<file path="src/rtl/mvu_pe_binary_acc.sv">
// mvu_pe_binary_acc: consumer side of the binary SIMD multiplier lanes in a PE.
//
// Each accepted beat carries SIMD signed lane products.
// - Stage 1 registers the sign-extended lane sum together with first/last flags.
// - Stage 2 folds SF beats into one accumulator word and pushes the finished word
//   into a DEPTH-entry first-word-fall-through output FIFO.
//
// Ports:
//   clk, rst_n        clock, asynchronous active-low reset
//   in_v / in_rdy     input beat handshake
//   in_prod           SIMD lane products, lane k at [k*TDstI +: TDstI]
//   out_v / out_rdy   output word handshake
//   out_acc           accumulated word (head of the output FIFO)
//   busy              partial group, in-flight beat or buffered result outstanding
//
// Build option:
//   MVAU_ACC_SAT_EN   when defined, the stage-2 add saturates to the signed TO range.
//                     Once a group saturates it stays clamped until the group ends.
//                     When undefined, the add wraps modulo 2^TO.

module mvu_pe_binary_acc #(
    parameter int unsigned SIMD  = 4,
    parameter int unsigned TDstI = 4,
    parameter int unsigned TO    = 16,
    parameter int unsigned SF    = 3,
    parameter int unsigned DEPTH = 2
) (
    input  logic                  clk,
    input  logic                  rst_n,
    input  logic                  in_v,
    output logic                  in_rdy,
    input  logic [SIMD*TDstI-1:0] in_prod,
    output logic                  out_v,
    input  logic                  out_rdy,
    output logic [TO-1:0]         out_acc,
    output logic                  busy
);

    localparam int unsigned CntW = (SF > 1) ? $clog2(SF) : 1;
    localparam int unsigned PtrW = $clog2(DEPTH);
    localparam int unsigned OccW = $clog2(DEPTH + 1);

    logic            accept;
    logic [CntW-1:0] cnt_q, cnt_d;
    logic            beat_last;
    logic            beat_first;
    logic [TO-1:0]   lane_sum;

    logic            s1_v_q;
    logic            s1_last_q;
    logic            s1_first_q;
    logic [TO-1:0]   s1_sum_q;

    logic [TO-1:0]   acc_q, acc_d;
    logic [TO-1:0]   base;

    logic [TO-1:0]   mem_q [DEPTH];
    logic [PtrW-1:0] rd_ptr_q, wr_ptr_q;
    logic [OccW-1:0] occ_q, occ_d;
    logic [OccW:0]   pending;
    logic            push, pop;

    // ---------------------------------------------------------------
    // Input handshake and beat counter
    // ---------------------------------------------------------------
    // Every beat is gated, not only last beats. The count includes results
    // already buffered plus a finished group still sitting in stage 1. That
    // keeps the FIFO from ever being pushed while full.
    assign pending = {1'b0, occ_q} + (OccW + 1)'(s1_v_q & s1_last_q);
    assign in_rdy  = rst_n & (pending < (OccW + 1)'(DEPTH));
    assign accept  = in_v & in_rdy;

    assign beat_last  = (cnt_q == CntW'(SF - 1));
    assign beat_first = (cnt_q == '0);

    always_comb begin
        cnt_d = cnt_q;
        if (accept) begin
            cnt_d = beat_last ? '0 : cnt_q + 1'b1;
        end
    end

    // Sign-extend each lane to TO bits before summing.
    always_comb begin
        lane_sum = '0;
        for (int k = 0; k < int'(SIMD); k++) begin
            lane_sum = lane_sum + {{(TO - TDstI){in_prod[k*TDstI + TDstI - 1]}},
                                   in_prod[k*TDstI +: TDstI]};
        end
    end

    // ---------------------------------------------------------------
    // Stage 1: registered lane reduction
    // ---------------------------------------------------------------
    always_ff @(posedge clk or negedge rst_n) begin
        if (!rst_n) begin
            cnt_q      <= '0;
            s1_v_q     <= 1'b0;
            s1_last_q  <= 1'b0;
            s1_first_q <= 1'b0;
            s1_sum_q   <= '0;
        end else begin
            cnt_q  <= cnt_d;
            s1_v_q <= accept;
            if (accept) begin
                s1_last_q  <= beat_last;
                s1_first_q <= beat_first;
                s1_sum_q   <= lane_sum;
            end
        end
    end

    // ---------------------------------------------------------------
    // Stage 2: accumulator
    // ---------------------------------------------------------------
    // The first beat of a group starts from zero, so no separate clear is needed.
    assign base = s1_first_q ? '0 : acc_q;

`ifdef MVAU_ACC_SAT_EN
    localparam logic [TO-1:0] MaxVal = {1'b0, {(TO - 1){1'b1}}};
    localparam logic [TO-1:0] MinVal = {1'b1, {(TO - 1){1'b0}}};

    logic        sat_q, sat_d;
    logic [TO:0] wide;
    logic        ovf;

    assign wide = {base[TO-1], base} + {s1_sum_q[TO-1], s1_sum_q};
    assign ovf  = wide[TO] != wide[TO-1];

    always_comb begin
        acc_d = acc_q;
        sat_d = sat_q;
        if (s1_v_q) begin
            if (!s1_first_q && sat_q) begin
                // Clamped earlier in this group: hold the limit.
                acc_d = acc_q;
                sat_d = 1'b1;
            end else if (ovf) begin
                acc_d = wide[TO] ? MinVal : MaxVal;
                sat_d = 1'b1;
            end else begin
                acc_d = wide[TO-1:0];
                sat_d = 1'b0;
            end
        end
    end

    always_ff @(posedge clk or negedge rst_n) begin
        if (!rst_n) begin
            sat_q <= 1'b0;
        end else begin
            sat_q <= sat_d;
        end
    end
`else
    always_comb begin
        acc_d = acc_q;
        if (s1_v_q) begin
            acc_d = base + s1_sum_q;
        end
    end
`endif

    always_ff @(posedge clk or negedge rst_n) begin
        if (!rst_n) begin
            acc_q <= '0;
        end else begin
            acc_q <= acc_d;
        end
    end

    // ---------------------------------------------------------------
    // Output FIFO (first-word-fall-through)
    // ---------------------------------------------------------------
    // A finished group is written straight from the stage-2 adder output.
    // The result therefore becomes visible two cycles after the last beat.
    assign push = s1_v_q & s1_last_q;
    assign pop  = out_v & out_rdy;

    always_comb begin
        occ_d = occ_q;
        if (push && !pop) begin
            occ_d = occ_q + 1'b1;
        end else if (!push && pop) begin
            occ_d = occ_q - 1'b1;
        end
    end

    always_ff @(posedge clk or negedge rst_n) begin
        if (!rst_n) begin
            for (int i = 0; i < int'(DEPTH); i++) begin
                mem_q[i] <= '0;
            end
            rd_ptr_q <= '0;
            wr_ptr_q <= '0;
            occ_q    <= '0;
        end else begin
            occ_q <= occ_d;
            if (push) begin
                mem_q[wr_ptr_q] <= acc_d;
                wr_ptr_q <= (wr_ptr_q == PtrW'(DEPTH - 1)) ? '0 : wr_ptr_q + 1'b1;
            end
            if (pop) begin
                rd_ptr_q <= (rd_ptr_q == PtrW'(DEPTH - 1)) ? '0 : rd_ptr_q + 1'b1;
            end
        end
    end

    assign out_v   = (occ_q != '0);
    assign out_acc = out_v ? mem_q[rd_ptr_q] : '0;
    assign busy    = (cnt_q != '0) | s1_v_q | (occ_q != '0);

endmodule

</file>
<file path="config.mk">
export PLATFORM = sky130hd
export DESIGN_NAME = mvu_pe_binary_acc
export DESIGN_NICKNAME = d
export VERILOG_FILES = /design/src/rtl/mvu_pe_binary_acc.sv
export SDC_FILE = /design/constraint.sdc
export NUM_CORES = 1
export LEC_CHECK = 0
export CELL_PAD_IN_SITES_DETAIL_PLACEMENT = 0
export CELL_PAD_IN_SITES_GLOBAL_PLACEMENT = 1
export CORE_ASPECT_RATIO = 1.4
export CORE_UTILIZATION = 48
export DETAILED_ROUTE_END_ITERATION = 7
export GPL_ROUTABILITY_DRIVEN = 0
export PLACE_DENSITY = 0.89
export SYNTH_ARGS = -nofsm -noshare
export SYNTH_HDL_FRONTEND = slang
export SYNTH_SLANG_ARGS = --single-unit
</file>
<file path="constraint.sdc">
create_clock -name clk -period 5.6 [get_ports clk]
set_input_delay 0.84 -clock clk [delete_from_list [all_inputs] [get_ports clk]]
set_output_delay 0.84 -clock clk [all_outputs]
set_load 0.03 [all_outputs]
</file>
* After elaboration in Yosys (flattened, before gate mapping)
Index checks and enable logic that the tools add are counted.
** Operators by class
- Add/sub/neg operators :: 10
- Magnitude comparators :: 4
- Eq/ne operators :: 1
- Mux-type cells :: 14
- Bitwise logic cells :: 9
- Reductions and logical operators :: 9
** Operators by type and width (number)
- two-way mux 16 bit :: 7
- bitwise mux 32 bit :: 1
- adder 16 bit :: 1
- demux 16 bit (select 1 bit) :: 1
- adder 6 x 4 -> 7 bit :: 1
- adder 5 x 4 -> 6 bit :: 1
- two-way mux 2 bit :: 3
- nonzero test 2 bit :: 3
- adder 4 x 4 -> 5 bit :: 1
- AND 1 bit :: 5
- adder 2 x 1 -> 2 bit, second input constant :: 2
- >= comparator 2 bit, second input constant :: 2
- inverter 1 -> 2 bit :: 2
- adder 2 x 1 -> 3 bit :: 1
- logical AND 1 bit :: 3
- < comparator 3 x 2 -> 1 bit, second input constant :: 1
- adder 1 bit, second input constant :: 2
- == test 2 bit, second input constant :: 1
- zero test 1 bit :: 2
- zero test 2 bit :: 1
- < comparator 2 x 1 -> 1 bit, second input constant :: 1
- two-way mux 1 bit :: 2
- bitwise OR 1 bit :: 2
- subtractor 2 x 1 -> 2 bit, second input constant :: 1
** Word-level totals
- Flip-flop bits (word level) :: 73
- Input bits :: 20
- Output and inout bits :: 19
- Word-level logic and storage cells :: 58

* Longest topological paths before layout
Gate-level depths: netlist (run 1).
- Depth in word-level cells :: 6
- Depth in mapped cells :: 12
- Gate-level depth less buffers :: 11

* Worst setup path after synthesis (run 1)
No wires, ideal clock.
- Path kind :: input port to flip-flop
- From :: input port in_prod[1]
- To :: register s1_sum_q[5]
- Setup time :: 0.136 ns
- Arrival time :: 3.030 ns
- Required time :: 5.464 ns
- Path slack :: 2.434 ns
- Stages on the path :: 10
- Path buffers :: 0
- Path through :: inv_1 > fa_1 > inv_1 > fa_1 > ha_1 > fa_1 > a21o_1 > a21oi_1 > xor2_1 > o21ai_0
** Between the ends
- Cells in the longest elaborated chain, start to end :: 3
** RTL lines
- start: declaration :: line 32 : input logic [SIMD*TDstI-1:0] in_prod,
- adder 4 x 4 -> 5 bit :: line 87 : lane_sum = lane_sum + {{(TO - TDstI){in_prod[k*TDstI + TDstI - 1]}},
- adder 5 x 4 -> 6 bit :: line 87
- adder 6 x 4 -> 7 bit :: line 87
- end signal: assignment :: line 108 : s1_sum_q <= lane_sum;
- end: declaration :: line 52 : logic [TO-1:0] s1_sum_q;
Every way passes these cells.
A chain may end at the register's enable or synchronous reset.

* Worst setup path after layout (run 1)
Same ends and word-level chain as after synthesis.

==> results of run 1 <==
==> sequential cells by signal (all words and copies together) (netlist names) <==
register	cells
s1_last_q	1
s1_v_q	1
cnt_q	2
acc_q	16
wr_ptr_q	1
rd_ptr_q	1
s1_sum_q	7
mem_q	32
occ_q	2
==> cell usage after synthesis, drive strengths merged, types with 3 or more instances <==
library cell  number  share of area
dfrtp             63           0.41
nand2             59          0.058
o21ai             39          0.052
nor2              28          0.027
inv               26          0.025
mux2i             23          0.060
ha                22          0.072
nor2b             19          0.031
a21oi             15          0.021
fa                10          0.052
xnor2              9          0.021
a21o               8          0.016
xor2               8          0.018
buf                7          0.015
clkbuf             7         0.0069
mux2               7          0.022
nor3               5         0.0065
o21a               5         0.0098
nand2b             4         0.0065
a31o               3         0.0069
and2               3         0.0056
and3               3         0.0049
nand3              3         0.0039
o31ai              3         0.0059
==> per-layer routing <==
metal,up-vias,GRT usage,part of all wire
li1,1415,-,-
met1,1299,0.229,0.45
met2,55,0.331,0.50
met3,12,0.0415,0.029
met4,0,0.0782,0.021
met5,-,0,0
==> worst max path at each step <==
stage	start	depth (start not counted)	to
3_3_place_gp	in_prod[1]	11	s1_sum_q[5]
2_1_floorplan	in_prod[1]	10	s1_sum_q[5]
3_5_place_dp	in_prod[1]	11	s1_sum_q[5]
6_report	in_prod[1]	11	s1_sum_q[5]
4_1_cts	in_prod[1]	11	s1_sum_q[5]
5_1_grt	in_prod[2]	12	s1_sum_q[14]
==> metrics by stage <==
stage	area [um^2]	hold WS (ns)	utilization	total power (W)	cells
after floorplan	3830	0.444	-	0.00171	396
after global placement	4260	0.461	0.550	0.00199	522
after detailed placement	4260	0.469	0.550	0.00203	522
after CTS	4470	0.483	0.577	0.00246	538
after global routing	4470	0.502	0.577	0.00265	538
final	4470	0.477	0.577	0.00244	538
==> cells by family (layout without fill, tap and decap cells) <==
family	after synthesis	after routing	share of synthesized area
mux	30	30	0.0816
fa+ha+maj	32	32	0.124
buf+inv	40	82	0.0477
compound gates	84	84	0.140
simple gates	130	130	0.156
flops	63	63	0.411
xor+xnor	17	17	0.0389
==> final cells by class <==
class / instances / area (um^2)
flip-flops and latches: 63 / 1580
clock buffers: 12 / 135
multi-input cells: 293 / 2070
well taps: 100 / 125
inverters: 26 / 97.6
fillers: 676 / 3280
repair buffers: 40 / 390
clock inverters: 4 / 70.1
==> worst register-to-register path, cell delays in order, from the launching register on <==
cell and delay [ns]:
dfrtp_1 0.79, nand2b_1 0.24, inv_1 0.06, ha_1 0.27, a21oi_1 0.21, nor2_1 0.13
o2111ai_1 0.28, a21oi_1 0.13, nor3b_2 0.36, mux2_4 0.34, a21oi_1 0.13
==> power groups by stage <==
stage	Clock [W]	Combinational [W]	Sequential, W
4_1_cts	0.000432	0.00123	0.000803
3_5_place_dp	0	0.00122	0.000810
5_1_grt	0.000449	0.00137	0.000834
3_3_place_gp	0	0.00119	0.000801
6_report	0.000418	0.00122	0.000801
2_1_floorplan	0	0.000986	0.000724
==> out/qor.yml, run 1 <==
floorplanning:
  die-area_um2: 8350
  fp-row-count: 38
  start_util: 0.495
  core_um2: 7750
  die_w_um: 77.5
  dieHeight_um: 108
  ios: 39
detailed_routing:
  drt-initial-drc-count: 155
  firstDrtPassIters: 4
  wire_per_inst_um: 12.8
  avgViaCountPerCell: 5.17
  ant_nets: 0
  routed_wl_um: 6900
  vias: 2781
  drcViolationCount: 0
clocking:
  cts_setup_buffers: 0
  cts_tree: "built"
  cts_buffers: 9
  cts_resized: 0
  htreeDepth: 3
  cts.sinks: 63
  clkTransAtPathRegs_ns: 0.06
  clock_path_buffers: 2
  hold_buffers: 0
  clk_latency_ns: 0.35
  clock_tree.root_cell: "clkbuf_8"
power:
  cellLeakagePower_nw: 2.18
  power_density_nw_per_um2: 545
  vdd_drop_max_v: 0.000225
  swShare: 0.412
  combPwrFrac: 0.499
  p_sw_w: 0.00100
  p_int_w: 0.00143
  clockPowerShare: 0.172
  pwr-share-seq: 0.329
worst_setup_path:
  critical_path.endpoint_type: "flip-flop"
  reg2reg_from: "cnt_q[0]"
  worst_ep_arrival_time_ns: 3.64
  slowest_stage: "fa_1"
  worstSetupPathType: "input pin to flip-flop"
  path_cells: "clkdlybuf4s50_1 -> inv_1 -> fa_1 -> inv_1 -> fa_1 -> ha_1 -> fa_1 -> a21o_1 -> a21oi_1 -> xor2_1 -> o21ai_0"
  crit_fanout: 2
  r2r_slack_ns: 2.59
  cp-start-kind: "input pin"
  reg2reg_depth: 10
  cp_common_cell: "fa_1"
  worst-path-buf-inv: 3
  critPathTopFamily: "adder cells"
  critPathMaxStageDelay_ns: 0.52
  required_ns: 5.81
  timing.rr.end: "acc_q[15]"
sta:
  hold_violations: 0
  fin_crit_ns: 3.44
  fmax_mhz: 291
  rsz0062_at_grt: "false"
  skew_ns: 0.0123
  slew_headroom: 0.358
  max_slew.worst_pin.slew_ns: 0.962
  setup_slack_ns: 2.16
  drv_slew: 0
  timing.final.setup_violations: 0
  tns_ns: 0
  finalCritPeriodShare: 0.614
synth:
  async_flop_share: 1.00
  ys_warn_count: 0
  netlist_instances: 396
  synth_flop_cell: "dfrtp_1"
  avgSynthCellArea_um2: 9.68
  synthesis.area_um2: 3830
  ys_seq_area_frac: 0.411
  syn_nets: 448
  synth_edf_count: 0
  ys_seq_elements: 63
  synth_cell_types: 48
grt:
  gr-total-overflow: 0
  grt_pass1_wl_um: 12400
  antenna_found_initial: 0
  grt_max_degree: 64
  grt_use_total: 0.191
  grt_pass1_vias: 2766
cells_and_area:
  areaGrowthSynthToFinish_pct: 16.6
  fin_nets: 485
  final_common_cell: "dfrtp_1"
  drive_gt1_frac: 0.0822
  diodes: 0
  layout_common_cells: "dfrtp_1, nand2_1, clkdlybuf4s50_1"
placement:
  preCtsSetupSlack_ns: 1.82
  hpwlAfterDp_um: 5150
  portBuffers: 38
min_path:
  holdPathEnd: "mem_q[13]"
  hold_path.class: "flip-flop to flip-flop"
  whs_path_depth: 2
  hp-start: "mem_q[13]"
job:
  cap_violations: 0
outcome:
  status: "completed"
No activity file was read; power rests on OpenSTA's default activity.
==> inputs of run 2 (changes only) <==
--- a/config.mk
+++ b/config.mk
@@ -8,10 +8,10 @@
 export CELL_PAD_IN_SITES_DETAIL_PLACEMENT = 0
 export CELL_PAD_IN_SITES_GLOBAL_PLACEMENT = 1
 export CORE_ASPECT_RATIO = 1.4
-export CORE_UTILIZATION = 48
+export CORE_UTILIZATION = 40
 export DETAILED_ROUTE_END_ITERATION = 7
 export GPL_ROUTABILITY_DRIVEN = 0
-export PLACE_DENSITY = 0.89
+export PLACE_DENSITY = 0.8
 export SYNTH_ARGS = -nofsm -noshare
 export SYNTH_HDL_FRONTEND = slang
 export SYNTH_SLANG_ARGS = --single-unit
==> constraint.sdc (replaced) <==
create_clock -name clk -period 3 [get_ports clk]
set_input_delay 0.45 -clock clk [delete_from_list [all_inputs] [get_ports clk]]
set_output_delay 0.45 -clock clk [all_outputs]
set_load 0.03 [all_outputs]
==> run 2 against run 1 <==
  * Count of clock-buffer cells in the layout down 3
  * Routed wire length up 9.2%
  * Cell area up 5.2%
  * Worst setup slack worse by 2.1 ns
==> out/qor.yml, run 2 (synthesis results as in run 1) <==
outcome:
  status: "completed"
sta:
  hold_violations: 0  # unchanged
  skew_ns: 0.00930  # -0.00299 ns
  rsz0062_at_grt: "true"
  max_slew.worst_pin.slew_ns: 0.794  # -0.168 ns
  setup_slack_ns: 0.0998  # -2.06 ns
  fin_crit_ns: 2.90
  slew_headroom: 0.471  # +0.112
  fmax_mhz: 345
  finalCritPeriodShare: 0.967
  timing.final.setup_violations: 0  # unchanged
  drv_slew: 0  # unchanged
floorplanning:
  die_w_um: 84.7  # +9.3%
  ios: 39  # unchanged
  start_util: 0.417  # -0.0772
  dieHeight_um: 118  # +9.4%
  fp-row-count: 41  # +7.9%
  die-area_um2: 9980  # +20%
  core_um2: 9180  # +18%
detailed_routing:
  routed_wl_um: 7540  # +9.2%
  firstDrtPassIters: 6  # +2
  ant_nets: 0  # unchanged
  avgViaCountPerCell: 5.13  # -0.79%
  drcViolationCount: 0  # unchanged
  vias: 2836  # +2.0%
  wire_per_inst_um: 13.6  # +6.3%
  drt-initial-drc-count: 123  # -21%
power:
  power_density_nw_per_um2: 1090  # +100%
  vdd_drop_max_v: 0.000349  # +55%
  cellLeakagePower_nw: 2.29  # +4.7%
  finalPower_w: 0.00511  # +110%
grt:
  use_met2: 0.280  # -0.0501
  gr-total-overflow: 0  # unchanged
  grt_max_degree: 64  # unchanged
  busiest_layer: "met2"
  grt_use_total: 0.167  # -0.0242
  grt_pass1_wl_um: 13100  # +5.9%
  antenna_found_initial: 0  # unchanged
  grt_util_met3: 0.0379  # -0.00366
  grt_pass1_vias: 2803  # +1.3%
  grtUsageMet1: 0.207  # -0.0224
clocking:
  clock_tree.root_cell: "clkbuf_16"
  cts.sinks: 63  # unchanged
  hold_buffers: 0  # unchanged
  cts_setup_buffers: 0  # unchanged
  cts_tree: "built"
  cts_buffers: 9  # unchanged
  clkTransAtPathRegs_ns: 0.06  # about the same
  clk_latency_ns: 0.34  # about the same
  htreeDepth: 3  # unchanged
  clock_path_buffers: 2  # unchanged
placement:
  placed_area_um2: 4340  # +1.9%
  preCtsSetupSlack_ns: -0.365  # -2.18 ns
  placed_cells: 537  # +2.9%
  hpwlAfterDp_um: 5420  # +5.3%
  portBuffers: 38  # unchanged
cells_and_area:
  fin_nets: 493  # +1.6%
  diodes: 0  # unchanged
  fin_cells: 553  # +2.8%
  drive_gt1_frac: 0.114  # +0.0322
  reg.largest.list: "mem_q (32), acc_q (16), s1_sum_q (7)"
  max_flop_register: "mem_q"
  layout_common_cells: "dfrtp_1, nand2_1, clkdlybuf4s50_1"
  fin_area_um2: 4700  # +5.2%
  final_common_cell: "dfrtp_1"
  areaGrowthSynthToFinish_pct: 22.7
  largest_reg_flops: 32  # unchanged
worst_setup_path:
  worst_ep_arrival_time_ns: 3.10  # -0.54 ns
  r2r_slack_ns: 0.29  # -2.30 ns
  critical_path.endpoint_type: "flip-flop"
  timing.rr.end: "mem_q[30]"
  required_ns: 3.20  # -2.61 ns
  cp-start-kind: "input pin"
  worstSetupPathType: "input pin to flip-flop"
  crit_fanout: 2  # unchanged
  reg2reg_depth: 8  # -2
  reg2reg_from: "s1_sum_q[14]"
job:
  cap_violations: 0  # unchanged
min_path:
  hold_path.class: "input pin to asynchronous set/reset pin"
-- run 2: power by group --
group,switching [W],internal [W],total (W)
Combinational,0.00139,0.00110,0.00249
Sequential,0.000224,0.00119,0.00141
Clock,0.000394,0.000814,0.00121
-- run 2: cell type report --
class                      instances  area, um^2
timing repair buffer              48         463
clock inverter                     7         120
sequential                        63        1580
tap                              107         134
clock buffer                       9         225
fill                             817        4480
inverter                          26        97.6
multi-input combinational        293        2090
-- run 2: worst max-delay path by stage --
stage	cells after the start	endpoint	slack, ns	from
floorplan	10	s1_sum_q[5]	0.22	in_prod[1]
global placement	11	s1_sum_q[5]	-0.29	in_prod[1]
detailed placement	11	s1_sum_q[5]	-0.36	in_prod[1]
CTS	11	s1_sum_q[5]	0.04	in_prod[1]
global route	11	s1_sum_q[5]	-0.03	in_prod[1]
finish	11	s1_sum_q[5]	0.1	in_prod[1]
-- run 2: per-stage QoR --
step	utilization	setup TNS, ns	hold WS, ns
after floorplan	-	0	0.154
after global placement	0.473	-0.660	0.460
after detailed placement	0.473	-0.900	0.466
after CTS	0.511	0	0.353
after global routing	0.512	-0.0348	0.395
final	0.512	0	0.310
-- run 2: routing by layer --
metal	up-vias	share of wire
met4	0	0.018
met5	-	0
met1	1350	0.47
li1	1434	-
met2	41	0.49
met3	11	0.021
-- run 2: worst max-delay path: stages --
cell and delay (ns):
clkdlybuf4s50_1 0.45, inv_1 0.05, fa_1 0.52, inv_1 0.05, fa_1 0.45, ha_2 0.20
fa_2 0.34, a21o_1 0.19, a21oi_2 0.15, xor2_1 0.17, o21ai_1 0.07
-- run 2: timing repair --
item	in CTS	in global routing
pin swaps	0	3
setup endpoints to repair	1	3
gates resized for setup	1	5
==> inputs of run 3 (changes only) <==
--- a/config.mk
+++ b/config.mk
@@ -5,13 +5,14 @@
 export SDC_FILE = /design/constraint.sdc
 export NUM_CORES = 1
 export LEC_CHECK = 0
+export CAP_MARGIN = 20
 export CELL_PAD_IN_SITES_DETAIL_PLACEMENT = 0
 export CELL_PAD_IN_SITES_GLOBAL_PLACEMENT = 1
 export CORE_ASPECT_RATIO = 1.4
-export CORE_UTILIZATION = 40
+export CORE_UTILIZATION = 45
 export DETAILED_ROUTE_END_ITERATION = 7
 export GPL_ROUTABILITY_DRIVEN = 0
-export PLACE_DENSITY = 0.8
+export PLACE_DENSITY = 0.85
 export SYNTH_ARGS = -nofsm -noshare
 export SYNTH_HDL_FRONTEND = slang
 export SYNTH_SLANG_ARGS = --single-unit
==> constraint.sdc (replaced) <==
create_clock -name clk -period 3.25 [get_ports clk]
set_input_delay 0.4875 -clock clk [delete_from_list [all_inputs] [get_ports clk]]
set_output_delay 0.4875 -clock clk [all_outputs]
set_load 0.02 [all_outputs]
==> run 3 against run 2 <==
  * Worst setup slack better by 0.13 ns
  * Largest cell class unchanged
  * Global-route usage rose by 1.9 points
  * Clock power is 21% lower
  * Largest power group unchanged
  * Core utilization increased by 4.9 points
==> out/qor.yml, run 3 (synthesis results as in run 1) <==
power:
  vdd_drop_max_v: 0.000404  # +16%
  cellLeakagePower_nw: 2.25  # -1.7%
  pwr-share-seq: 0.304  # +0.028
  p_int_w: 0.00268  # -14%
  swShare: 0.392  # -0.00127
  clockPowerShare: 0.217  # -0.019
  combPwrFrac: 0.478  # -0.010
  p_sw_w: 0.00172  # -14%
  power_density_nw_per_um2: 957  # -12%
clocking:
  cts_buffers: 9  # unchanged
  cts_tree: "built"
  clkTransAtPathRegs_ns: 0.05  # about the same
  cts_resized: 0  # -1
  clk_latency_ns: 0.33  # about the same
  hold_buffers: 0  # unchanged
  clock_path_buffers: 2  # unchanged
  cts.sinks: 63  # unchanged
  htreeDepth: 3  # unchanged
  cts_setup_buffers: 0  # unchanged
  clock_tree.root_cell: "clkbuf_16"
sta:
  fin_crit_ns: 3.02
  fmax_mhz: 331
  max_slew.worst_pin.slew_ns: 0.792  # -0.00175 ns
  setup_slack_ns: 0.231  # +0.131 ns
  timing.final.setup_violations: 0  # unchanged
  hold_violations: 0  # unchanged
  finalCritPeriodShare: 0.929
  slew_headroom: 0.472  # +0.00117
  drv_slew: 0  # unchanged
  skew_ns: 0.00495  # -0.00435 ns
  rsz0062_at_grt: "false"
worst_setup_path:
  path_cells: "clkdlybuf4s50_1 -> inv_1 -> fa_1 -> inv_1 -> fa_1 -> ha_1 -> fa_1 -> a21o_1 -> a21oi_1 -> xor2_1 -> o21ai_0"
  critPathMaxStageDelay_ns: 0.52  # about the same
  timing.critical_path.from: "in_prod[1]"
  cp-start-kind: "input pin"
  crit_fanout: 2  # unchanged
  critPathTopFamily: "adder cells"
  worstSetupPathType: "input pin to flip-flop"
  reg2reg_from: "cnt_q[0]"
  crit_cells: 11  # unchanged
  critical_path.endpoint_type: "flip-flop"
  slowest_stage: "fa_1"
  worst_ep_arrival_time_ns: 3.21  # +0.11 ns
  reg2reg_depth: 12  # +4
  cp_common_cell: "fa_1"
  worst-path-buf-inv: 3  # unchanged
  required_ns: 3.44  # +0.24 ns
grt:
  gr-total-overflow: 0  # unchanged
  grt_use_total: 0.186  # +0.0189
  antenna_found_initial: 0  # unchanged
  grt_pass1_wl_um: 12800  # -1.9%
  grt_max_degree: 64  # unchanged
  grt_pass1_vias: 2883  # +2.9%
cells_and_area:
  fin_area_um2: 4600  # -2.3%
  fin_cells: 544  # -1.6%
  max_flop_register: "mem_q"
  reg.largest.list: "mem_q (32), acc_q (16), s1_sum_q (7)"
  largest_reg_flops: 32  # unchanged
  drive_gt1_frac: 0.0950  # -0.0193
  final_common_cell: "dfrtp_1"
  final_core_util: 0.561  # +0.0485
  fill_cells: 734  # -10%
  layout_common_cells: "dfrtp_1, nand2_1, clkdlybuf4s50_1"
  fin_nets: 489  # -0.81%
  diodes: 0  # unchanged
  areaGrowthSynthToFinish_pct: 19.9
outcome:
  status: "completed"
floorplanning:
  fp-row-count: 39  # -4.9%
  ios: 39  # unchanged
  core_um2: 8200  # -11%
  die_w_um: 80.0  # -5.6%
  die-area_um2: 8890  # -11%
  dieHeight_um: 111  # -5.6%
  start_util: 0.467  # +0.0501
detailed_routing:
  drt-initial-drc-count: 140  # +14%
  firstDrtPassIters: 4  # -2
  routed_wl_um: 7120  # -5.6%
  ant_nets: 0  # unchanged
  vias: 2810  # -0.92%
  drcViolationCount: 0  # unchanged
  wire_per_inst_um: 13.1  # -4.0%
  avgViaCountPerCell: 5.17  # +0.72%
placement:
  preCtsSetupSlack_ns: -0.126  # +0.239 ns
  portBuffers: 38  # unchanged
  placed_cells: 528  # -1.7%
  hpwlAfterDp_um: 5240  # -3.4%
  placed_area_um2: 4300  # -1.1%
job:
  cap_violations: 0  # unchanged
min_path:
  hold_path.class: "input pin to asynchronous set/reset pin"
## run 3: path summary, 6_finish.rpt
path                          endpoint  slack [ns]
max in group asynchronous     acc_q[5]        2.32
min in group clk             mem_q[10]        0.47
hold reg to reg              mem_q[10]        0.47
hold / removal               mem_q[13]        0.40
setup reg to reg             mem_q[28]        0.28
setup / recovery           s1_sum_q[5]        0.23
## run 3: layout make-up
type | count | area, um^2 | share of cell area
inverters | 26 | 97.6 | 0.0212
well taps | 102 | 128 | 0.0278
repair buffers | 44 | 420 | 0.0915
clock inverters | 5 | 57.6 | 0.0125
clock buffers | 11 | 243 | 0.0528
multi-input cells | 293 | 2070 | 0.451
flip-flops and latches | 63 | 1580 | 0.343
## run 3: worst register-to-register path, delay by kind of cell, from the launching register on
kind | cells | cell delay (ns)
and+or+nand+nor | 2 | 0.26
buffers and inverters | 2 | 0.33
xor gates and xnor gates | 1 | 0.28
AOI/OAI and AO/OA | 5 | 0.81
adders and majority gates | 2 | 0.58
DFF | 1 | 0.59
## run 3: metal layers
metal / global-route usage / wire, um / up-vias
li1: - / - / 1424
met1: 0.225 / 3250 / 1337
met2: 0.317 / 3610 / 41
met3: 0.0420 / 167 / 8
met4: 0.0679 / 86 / 0
met5: 0 / 0 / -
## run 3: stage by stage
| stage | TNS [ns] | hold WS [ns] | total power, W |
|---|---|---|---|
| after floorplan | 0 | 0.192 | 0.00288 |
| after global routing | 0 | 0.488 | 0.00476 |
| after detailed placement | -0.126 | 0.469 | 0.00346 |
| final | 0 | 0.397 | 0.00440 |
| after global placement | -0.0865 | 0.460 | 0.00340 |
| after CTS | 0 | 0.458 | 0.00444 |
## run 3: power groups by stage
stage          sequential (W)  combinational [W]  clock (W)
4_1_cts               0.00134            0.00213   0.000972
3_3_place_gp          0.00134            0.00206          0
3_5_place_dp          0.00135            0.00211          0
5_1_grt               0.00139            0.00236    0.00101
2_1_floorplan         0.00125            0.00163          0
6_report              0.00134            0.00210   0.000957
